[src/rtl/mem_copy_engine_if.sv]
// Control and memory-bus bundle for mem_copy_engine. The fill_i/fill_data_i pair
// exists only when MEMCOPY_FILL_EN is defined.
interface mem_copy_engine_if #(
  parameter int ADDR_WIDTH = 16,
  parameter int LINE_WIDTH = 16
);
  logic                  start_i;
  logic [ADDR_WIDTH-1:0] src_addr_i;
  logic [ADDR_WIDTH-1:0] dst_addr_i;
  logic [ADDR_WIDTH-1:0] len_i;
`ifdef MEMCOPY_FILL_EN
  logic                  fill_i;
  logic [LINE_WIDTH-1:0] fill_data_i;
`endif
  logic                  busy_o;
  logic                  done_o;
  logic [ADDR_WIDTH-1:0] mem_addr_o;
  logic [LINE_WIDTH-1:0] mem_rd_data_i;
  logic [LINE_WIDTH-1:0] mem_wr_data_o;
  logic                  mem_we_o;

  modport slave (
    input  start_i, src_addr_i, dst_addr_i, len_i,
`ifdef MEMCOPY_FILL_EN
    input  fill_i, fill_data_i,
`endif
    input  mem_rd_data_i,
    output busy_o, done_o, mem_addr_o, mem_wr_data_o, mem_we_o
  );

  modport master (
    output start_i, src_addr_i, dst_addr_i, len_i,
`ifdef MEMCOPY_FILL_EN
    output fill_i, fill_data_i,
`endif
    output mem_rd_data_i,
    input  busy_o, done_o, mem_addr_o, mem_wr_data_o, mem_we_o
  );
endinterface

[src/rtl/mem_copy_engine.sv]
// Line-by-line memory copy engine (READ/WRITE per line, ascending addresses).
// Defining MEMCOPY_FILL_EN adds a fill mode that writes a constant pattern and skips READ.
module mem_copy_engine #(
  parameter int ADDR_WIDTH = 16,
  parameter int LINE_WIDTH = 16
) (
  input logic              clk_i,
  input logic              rst_ni,
  mem_copy_engine_if.slave bus
);

  typedef enum logic [1:0] {S_IDLE, S_READ, S_WRITE, S_DONE} state_t;

  localparam logic [ADDR_WIDTH-1:0] ONE = ADDR_WIDTH'(1);

  state_t                r_state;
  logic [ADDR_WIDTH-1:0] r_src;
  logic [ADDR_WIDTH-1:0] r_dst;
  logic [ADDR_WIDTH-1:0] r_rem;
  logic [LINE_WIDTH-1:0] r_data;
  logic                  r_fill;
  logic                  r_busy;
  logic                  r_done;
  logic                  r_we;
  logic [ADDR_WIDTH-1:0] r_addr;
  logic [LINE_WIDTH-1:0] r_wr_data;

  logic                  w_fill_req;
  logic [LINE_WIDTH-1:0] w_fill_data;

`ifdef MEMCOPY_FILL_EN
  assign w_fill_req  = bus.fill_i;
  assign w_fill_data = bus.fill_data_i;
`else
  assign w_fill_req  = 1'b0;
  assign w_fill_data = '0;
`endif

  // Outputs are loaded alongside the state they belong to, so every output is a
  // flop and reflects the current state exactly (Moore behaviour).
  // NOTE: all state here uses non-blocking (<=) so every register samples the
  // pre-edge values of its neighbours, independent of statement order.
  always_ff @(posedge clk_i) begin
    if (!rst_ni) begin
      r_state   <= S_IDLE;
      r_src     <= '0;
      r_dst     <= '0;
      r_rem     <= '0;
      r_data    <= '0;
      r_fill    <= 1'b0;
      r_busy    <= 1'b0;
      r_done    <= 1'b0;
      r_we      <= 1'b0;
      r_addr    <= '0;
      r_wr_data <= '0;
    end else begin
      case (r_state)
        S_IDLE: begin
          if (bus.start_i) begin
            if (bus.len_i != '0) begin
              r_src  <= bus.src_addr_i;
              r_dst  <= bus.dst_addr_i;
              r_rem  <= bus.len_i;
              r_fill <= w_fill_req;
              r_busy <= 1'b1;
              if (w_fill_req) begin
                r_state   <= S_WRITE;
                r_data    <= w_fill_data;
                r_wr_data <= w_fill_data;
                r_addr    <= bus.dst_addr_i;
                r_we      <= 1'b1;
              end else begin
                r_state <= S_READ;
                r_addr  <= bus.src_addr_i;
              end
            end else begin
              r_state <= S_DONE;
              r_done  <= 1'b1;
            end
          end
        end

        S_READ: begin
          r_state   <= S_WRITE;
          r_data    <= bus.mem_rd_data_i;
          r_wr_data <= bus.mem_rd_data_i;
          r_addr    <= r_dst;
          r_we      <= 1'b1;
        end

        S_WRITE: begin
          r_src <= r_src + ONE;
          r_dst <= r_dst + ONE;
          r_rem <= r_rem - ONE;
          if (r_rem == ONE) begin
            r_state   <= S_DONE;
            r_busy    <= 1'b0;
            r_done    <= 1'b1;
            r_we      <= 1'b0;
            r_addr    <= '0;
            r_wr_data <= '0;
          end else if (r_fill) begin
            r_addr <= r_dst + ONE;
          end else begin
            r_state   <= S_READ;
            r_we      <= 1'b0;
            r_addr    <= r_src + ONE;
            r_wr_data <= '0;
          end
        end

        S_DONE: begin
          // start_i is deliberately not sampled here; a new request waits for IDLE.
          r_state   <= S_IDLE;
          r_done    <= 1'b0;
          r_addr    <= '0;
          r_wr_data <= '0;
          r_we      <= 1'b0;
        end

        default: begin
          r_state <= S_IDLE;
          r_busy  <= 1'b0;
          r_done  <= 1'b0;
          r_we    <= 1'b0;
        end
      endcase
    end
  end

  assign bus.busy_o        = r_busy;
  assign bus.done_o        = r_done;
  assign bus.mem_we_o      = r_we;
  assign bus.mem_addr_o    = r_addr;
  assign bus.mem_wr_data_o = r_wr_data;

endmodule

[src/flat_wrapper.sv]
// flat-port wrapper written by rule: the top's interface ports become plain ports
module mem_copy_engine_flat 
#(
  parameter int ADDR_WIDTH = 16,
  parameter int LINE_WIDTH = 16
)
  (clk_i, rst_ni, bus_start_i, bus_src_addr_i, bus_dst_addr_i, bus_len_i, bus_mem_rd_data_i, bus_busy_o, bus_done_o, bus_mem_addr_o, bus_mem_wr_data_o, bus_mem_we_o);
  mem_copy_engine_if #(.ADDR_WIDTH(ADDR_WIDTH), .LINE_WIDTH(LINE_WIDTH)) bus_i ();
  input logic clk_i;
  input logic rst_ni;
  input wire logic [$bits(bus_i.start_i)-1:0] bus_start_i;
  input wire logic [$bits(bus_i.src_addr_i)-1:0] bus_src_addr_i;
  input wire logic [$bits(bus_i.dst_addr_i)-1:0] bus_dst_addr_i;
  input wire logic [$bits(bus_i.len_i)-1:0] bus_len_i;
  input wire logic [$bits(bus_i.mem_rd_data_i)-1:0] bus_mem_rd_data_i;
  output wire logic [$bits(bus_i.busy_o)-1:0] bus_busy_o;
  output wire logic [$bits(bus_i.done_o)-1:0] bus_done_o;
  output wire logic [$bits(bus_i.mem_addr_o)-1:0] bus_mem_addr_o;
  output wire logic [$bits(bus_i.mem_wr_data_o)-1:0] bus_mem_wr_data_o;
  output wire logic [$bits(bus_i.mem_we_o)-1:0] bus_mem_we_o;
  assign bus_i.start_i = bus_start_i;
  assign bus_i.src_addr_i = bus_src_addr_i;
  assign bus_i.dst_addr_i = bus_dst_addr_i;
  assign bus_i.len_i = bus_len_i;
  assign bus_i.mem_rd_data_i = bus_mem_rd_data_i;
  assign bus_busy_o = bus_i.busy_o;
  assign bus_done_o = bus_i.done_o;
  assign bus_mem_addr_o = bus_i.mem_addr_o;
  assign bus_mem_wr_data_o = bus_i.mem_wr_data_o;
  assign bus_mem_we_o = bus_i.mem_we_o;
  mem_copy_engine #(.ADDR_WIDTH(ADDR_WIDTH), .LINE_WIDTH(LINE_WIDTH)) u_core (.clk_i(clk_i), .rst_ni(rst_ni), .bus(bus_i));
endmodule
[config.mk]
export PLATFORM = sky130hd
export DESIGN_NAME = mem_copy_engine_flat
export DESIGN_NICKNAME = d
export VERILOG_FILES = /design/src/rtl/mem_copy_engine_if.sv /design/src/rtl/mem_copy_engine.sv /design/src/flat_wrapper.sv
export SDC_FILE = /design/constraint.sdc
export NUM_CORES = 1
export LEC_CHECK = 0
export BUFFER_PORTS_ARGS = -buffer_cell sky130_fd_sc_hd__buf_2
export CORE_UTILIZATION = 55
export DETAILED_ROUTE_END_ITERATION = 8
export PLACE_DENSITY = 0.79
export REMOVE_ABC_BUFFERS = 1
export SLEW_MARGIN = 15
export SYNTH_ARGS = -nofsm -noshare
export SYNTH_HDL_FRONTEND = slang
export SYNTH_SLANG_ARGS = --single-unit
[constraint.sdc]
create_clock -name clk_i -period 2.7 [get_ports clk_i]
set_input_delay 0.54 -clock clk_i [delete_from_list [all_inputs] [get_ports clk_i]]
set_output_delay 0.54 -clock clk_i [all_outputs]
set_load 0.02 [all_outputs]
**After elaboration in Yosys (flattened, before gate mapping)**

Index checks and enable logic that the tools add are counted.

- Word-level logic and storage cells: 54
- Input port bits: 67
- Register bits after elaboration: 85

- Equality and inequality tests: 8
- Reductions and logical operators: 9
- Add/sub/neg operators: 3
- Muxes and demuxes: 25

Operators with widths:

| cell | count |
|---|---|
| case mux 16 bit (2 select lines) | 4 |
| 2-to-1 mux 16 bit | 7 |
| case mux 16 bit (4 select lines) | 1 |
| adder 16 x 1 -> 16 bit, second input constant | 2 |
| == test 16 x 1 -> 1 bit, second input constant | 1 |
| nonzero test 16 bit | 1 |
| subtractor 16 x 1 -> 16 bit, second input constant | 1 |
| case mux 2 bit (4 select lines) | 1 |
| AND reduction 4 bit | 2 |
| 2-to-1 mux 1 bit | 6 |
| 2-to-1 mux 2 bit | 3 |
| == test 2 bit, second input constant | 2 |
| != test 2 x 1 -> 1 bit, second input constant | 2 |
| != test 2 bit, second input constant | 2 |
| case mux 1 bit (2 select lines) | 2 |
| case mux 1 bit (3 select lines) | 1 |
| AND reduction 3 bit | 1 |
| nonzero test 3 bit | 1 |
| == test 2 x 1 -> 1 bit, second input constant | 1 |
| zero test 2 bit | 1 |
| AND reduction 2 bit | 1 |
| nonzero test 2 bit | 1 |
| OR reduction 2 bit | 1 |

**Logic depth before layout (Yosys ltp)**

- Word-level depth: 4
- Mapped depth: 8
- Depth with buffers taken out: 7

**Worst setup path before layout**

No wires, ideal clock.

- Kind: input to register
- From: input port bus_len_i[10]
- To: register u_core.r_rem[12]
- Stages: 7
- Path slack: 0.734 ns
- Arrival: 1.837 ns
- Buffers on the path: 2
- Data required time: 2.571 ns
- Setup time: 0.129 ns
- Cells stage by stage: nor4_1 nand4_2 and3_1 buf_4 buf_6 a22oi_1 a21oi_1

- Word-level cells in the longest chain between the ends: 3

Ends and longest elaborated chain:

| what | RTL line | source |
|---|---|---|
| start, declared | flat_wrapper.sv:14 | `input wire logic [$bits(bus_i.len_i)-1:0] bus_len_i;` |
| nonzero test 16 bit | mem_copy_engine.sv:60 | `if (bus.len_i != '0) begin` |
| != test 2 x 1 -> 1 bit (no line) | - |  |
| AND reduction 3 bit (no line) | - |  |
| end signal, assigned | mem_copy_engine.sv:63 | `r_rem <= bus.len_i;` |
| end signal, assigned | mem_copy_engine.sv:94 | `r_rem <= r_rem - ONE;` |
| end, declared | mem_copy_engine.sv:19 | `logic [ADDR_WIDTH-1:0] r_rem;` |

Every way passes these cells.
A chain may end at the register's enable or synchronous reset.

**Final worst setup path**

- From: register u_core.r_rem[7]
- To: register u_core.r_addr[14], in the netlist u_core.bus.mem_addr_o[14]

- Word-level cells in the longest chain between the ends: 3

Ends and longest elaborated chain:

| what | RTL line | source |
|---|---|---|
| == test 16 x 1 -> 1 bit | mem_copy_engine.sv:95 | `if (r_rem == ONE) begin` |
| 2-to-1 mux 16 bit | mem_copy_engine.sv:95 |  |
| case mux 16 bit (4 select lines) | mem_copy_engine.sv:57 | `case (r_state)` |
| end signal, assigned | mem_copy_engine.sv:70 | `r_addr <= bus.dst_addr_i;` |
| end signal, assigned | mem_copy_engine.sv:103 | `r_addr <= r_dst + ONE;` |
| end signal, assigned | mem_copy_engine.sv:107 | `r_addr <= r_src + ONE;` |
| end, declared | mem_copy_engine.sv:25 | `logic [ADDR_WIDTH-1:0] r_addr;` |

Every way passes these cells.

==> summary.md <==
| Metric | Value |
|---|---|
| # rows | 33 |
| CTS tree | yes |
| H-tree depth | 3 |
| Initial core utilization | between 50% and 60% |
| 1st-iter DRT viols | slightly below 600 |
| Xor-xnor portion of the synthesized cell area | under 10% |
| Post-synthesis simple-gate area fraction | between 20% and 30% |
| Final Max Tran Viols | 0 |
| Worst Hold Endpoint | u_core.bus.mem_wr_data_o[12] |
| Port Buf Inserts | around 100 |
| Post-synthesis compound-gate area fraction | between 20% and 30% |
| Total negative slack | 0 ps |
| Met2 Usage GRT | slightly below 50% |
| Cells on Worst Hold Path | 3 |
| CTS Hold Bufs | 0 |
| DP Wirelength | 9210 µm |
| Largest net degree at the start of global routing | 42 |
| # DRC | 0 |
| R2R cell count | 5 |
| Worst reg2reg setup slack | approximately 350 ps |
| Final nets | 719 |
| Final Core Density | about two thirds |
| Maximum vdd drop | about 330 µV |
| EDFF count, synth | 0 |
| Die height | 94.4 µm |
| Gate power share | ~25% |
| Sequential power share | between 40% and 50% |
| Multiplexer share of the synthesized area | under 10% |
| Reg2reg end | u_core.bus.mem_addr_o[14] |
| I/O Pins | 102 |
| Vias in the first global route | roughly 4500 |
| Final Hold Violating Endpoints | 0 |
| DRT Pass-1 Iters | 5 |
| Yosys warns | 0 |
| Int Pwr | 2170 µW |
| Fin worst setup slack | roughly 350 ps |
| CTS Buffer Depth | 2 |
| Sw Ratio | about a third |
| Top FF cell, synth | dfxtp_1 |
| Synth area leaders | dfxtp_1, a21oi_1, mux2i_1 |
| Buf/Inv on CP | 0 |
| Status | finished, final reports clean |
| Placer Congestion | just over 0.9 |
| Yosys top cell by area | dfxtp_1 |
| Gr usage total | between 30% and 40% |
| Gr ovfl total | 0 |
| Sw power | roughly 1100 µW |
| Top achievable clock speed | 426 MHz |
| Adder-Cell Fraction of Synth Area | 1.07% |
| Total of max-cap violations | 0 |
| Clock sink count | 85 |
| Syn Inst Count | approximately 570 |
| Core area | just over 8000 µm² |
| Data required, critical path | slightly below 3000 ps |
| Worst Max-Slew Pin Slew | ~1000 ps |
| Initial antenna violation count | 0 |
| Top-area cell type share of the netlist area | about 36% |
| Slowest cell delay on critical path | just under 800 ps |
| Number of routed nets with antenna violations | 0 |
| R2r startpoint | u_core.r_rem[7] |
| Minimum clock period | roughly 2300 ps |
| First-pass GRT wire length | 21700 µm |
| Post-CTS setup buffer count | 0 |
| Tot Pwr | 3260 µW |
| Final period util | between 80% and 90% |
| Num CTS Buffers | 9 |
| Clock insertion delay at the later pin of the skew report | approximately 350 ps |
| Pleak | between 0.002 and 0.0025 µW |
| Synthesized area per cell | around 8.3 µm² |
| Unique cell type count in the Yosys netlist | approximately 70 |
| CP Capture Type | register |
| Clock Power Share | slightly below 30% |
| FF+latch count, synth | 85 |
| Launch point of the worst hold path | bus_mem_rd_data_i[12] |
| Clk slew on worst S/H paths | 90 ps |
| Skew final | 10.3 ps |
| CP dominant cell by count | a21oi_1 |
| Die footprint | 8900 µm² |
| Largest family of logic cells by synthesized area | compound AO/OA/AOI/OAI gates |
| Syn Std Cell Area | about 4700 µm² |
| Share of cells above drive strength 1 | 25.7% |
| Area Overhead vs Synth | 15.7% |
| Vias | 4858 |
| Endpoints failing setup | 0 |
| Grt peak-use layer | met2 |
| Ys async rst share | 0% |
| CP delay by family, top | compound AO/OA/AOI/OAI gates |
| Met1 usage | a little over two fifths |
| Crit-path cells | or4_1 -> nor2_1 -> a21oi_1 -> a21oi_1 -> a21oi_1 |
| Clock Tree Root | clkbuf_8 |
| Worst Path Arrival | between 2000 and 3000 ps |
| Post-synthesis sequential area ratio | 36.3% |
| Post-CTS sizing | 0 |
| Placement Setup Slack | about 300 ps |
| WL/cell | approximately 18 µm |
| Slew HR | 33.3% |
| Via density per instance | 6.41 |
| CP Launch Point | u_core.r_rem[7] |
| Antenna diodes | 0 |
| RSZ-0062 raised after global routing | false |
| Post-Route WL | between 10000 and 15000 µm |
| GRT met3 Usage | between 5 and 6% |
| Crit Path Max Fanout | 8 |
| CP max stage cell | a21oi_1 |
| Min-Delay Path Class | in -> reg |
| Pwr Density | roughly 600 nW/µm² |
| Crit Path Category | reg -> reg |
| CP Launch Type | register |
| Horiz. Die Dim | approximately 94 µm |
[through the flow]
stage | hold WS, ps | instances | area (µm²)
3_5_place_dp | 445 | 742 | 5220
2_1_floorplan | 451 | 518 | 4440
6_report | 421 | 758 | 5430
4_1_cts | 423 | 758 | 5430
3_3_place_gp | 436 | 742 | 5220
5_1_grt | 428 | 758 | 5430
[tightest hold or removal path: stages]
cell     delay (ps)
buf_2            80
mux2i_1          60
nor2_1           70
[cells in the mapped netlist, types with 3 or more instances]
cell type   n
a211oi_1    3
nor4_1     13
nand3_1    25
a311oi_1    7
a21oi_1    55
o32ai_1     4
mux2i_1    27
o22ai_1     4
a222oi_1    6
a31oi_1     7
buf_6       3
xor2_1     12
nand2_1    41
dfxtp_1    85
or3_1       3
o31ai_1     8
o221a_2     7
o41ai_1     5
o221ai_1    3
ha_1        4
nand3b_1    3
clkbuf_1   23
buf_2      13
nor3_1      9
a31o_2      6
or4_1       3
inv_1      10
nand4_1     6
nand2b_1    5
xnor2_1    10
nor2_1     63
o21ai_0    39
and3_1      3
[cell families after synthesis]
group / count (synthesis)
buffers and inverters: 57
AND/OR/NAND/NOR: 194
adder cells (fa/ha/maj): 4
AO/OA/AOI/OAI: 176
XOR/XNOR: 22
multiplexers: 27
flip-flops: 85
[final cells by class]
| cell class | instances | area (µm²) |
|---|---|---|
| clock buffer | 11 | 151 |
| tap | 105 | 131 |
| timing repair buffer | 119 | 641 |
| inverter | 10 | 37.5 |
| fill | 698 | 2790 |
| multi-input combinational | 423 | 2710 |
| clock inverter | 5 | 58.8 |
| sequential | 85 | 1700 |
[cell usage in the layout, fill, tap and decap left out, types with 4 or more instances in the layout]
master	instances
a21oi_1	55
a222oi_1	6
a311oi_1	7
a31o_2	6
a31oi_1	7
buf_2	101
buf_4	18
clkbuf_8	11
dfxtp_1	84
ha_1	4
inv_1	10
mux2i_1	27
nand2_1	41
nand2b_1	5
nand3_1	25
nand4_1	6
nor2_1	63
nor3_1	9
nor4_1	13
o21ai_0	39
o221a_2	7
o22ai_1	4
o31ai_1	8
o32ai_1	4
o41ai_1	5
xnor2_1	10
xor2_1	12
[state kept, by name, indices dropped and copies added (netlist names)]
| signal | cells |
|---|---|
| u_core.bus.mem_addr_o | 16 |
| u_core.bus.mem_wr_data_o | 16 |
| u_core.r_dst | 16 |
| u_core.r_rem | 16 |
| u_core.r_src | 16 |
| u_core.r_state | 2 |
| u_core.bus.busy_o | 1 |
| u_core.bus.done_o | 1 |
| u_core.bus.mem_we_o | 1 |
[routing by layer]
layer,wire length (µm),vias to the layer above
li1,-,2272
met1,5810,2282
met2,6170,280
met3,1160,24
met4,238,0
met5,0,-
[worst max path at each step]
stage	endpoint	cells past startpoint	slack, ps
after floorplan	u_core.bus.mem_addr_o[1]	4	-240
after global placement	u_core.r_dst[12]	6	320
after detailed placement	u_core.r_dst[14]	6	300
after CTS	u_core.bus.mem_addr_o[14]	5	430
after global routing	u_core.bus.mem_addr_o[14]	5	310
final	u_core.bus.mem_addr_o[14]	5	350
[power by group through the flow]
stage	registers, µW	clock network, µW	logic, µW
floorplan	1570	0	443
global placement	1510	0	764
detailed placement	1520	0	784
CTS	1490	959	791
global route	1520	1010	869
finish	1500	962	802
Power figures use the tool's default switching activity.
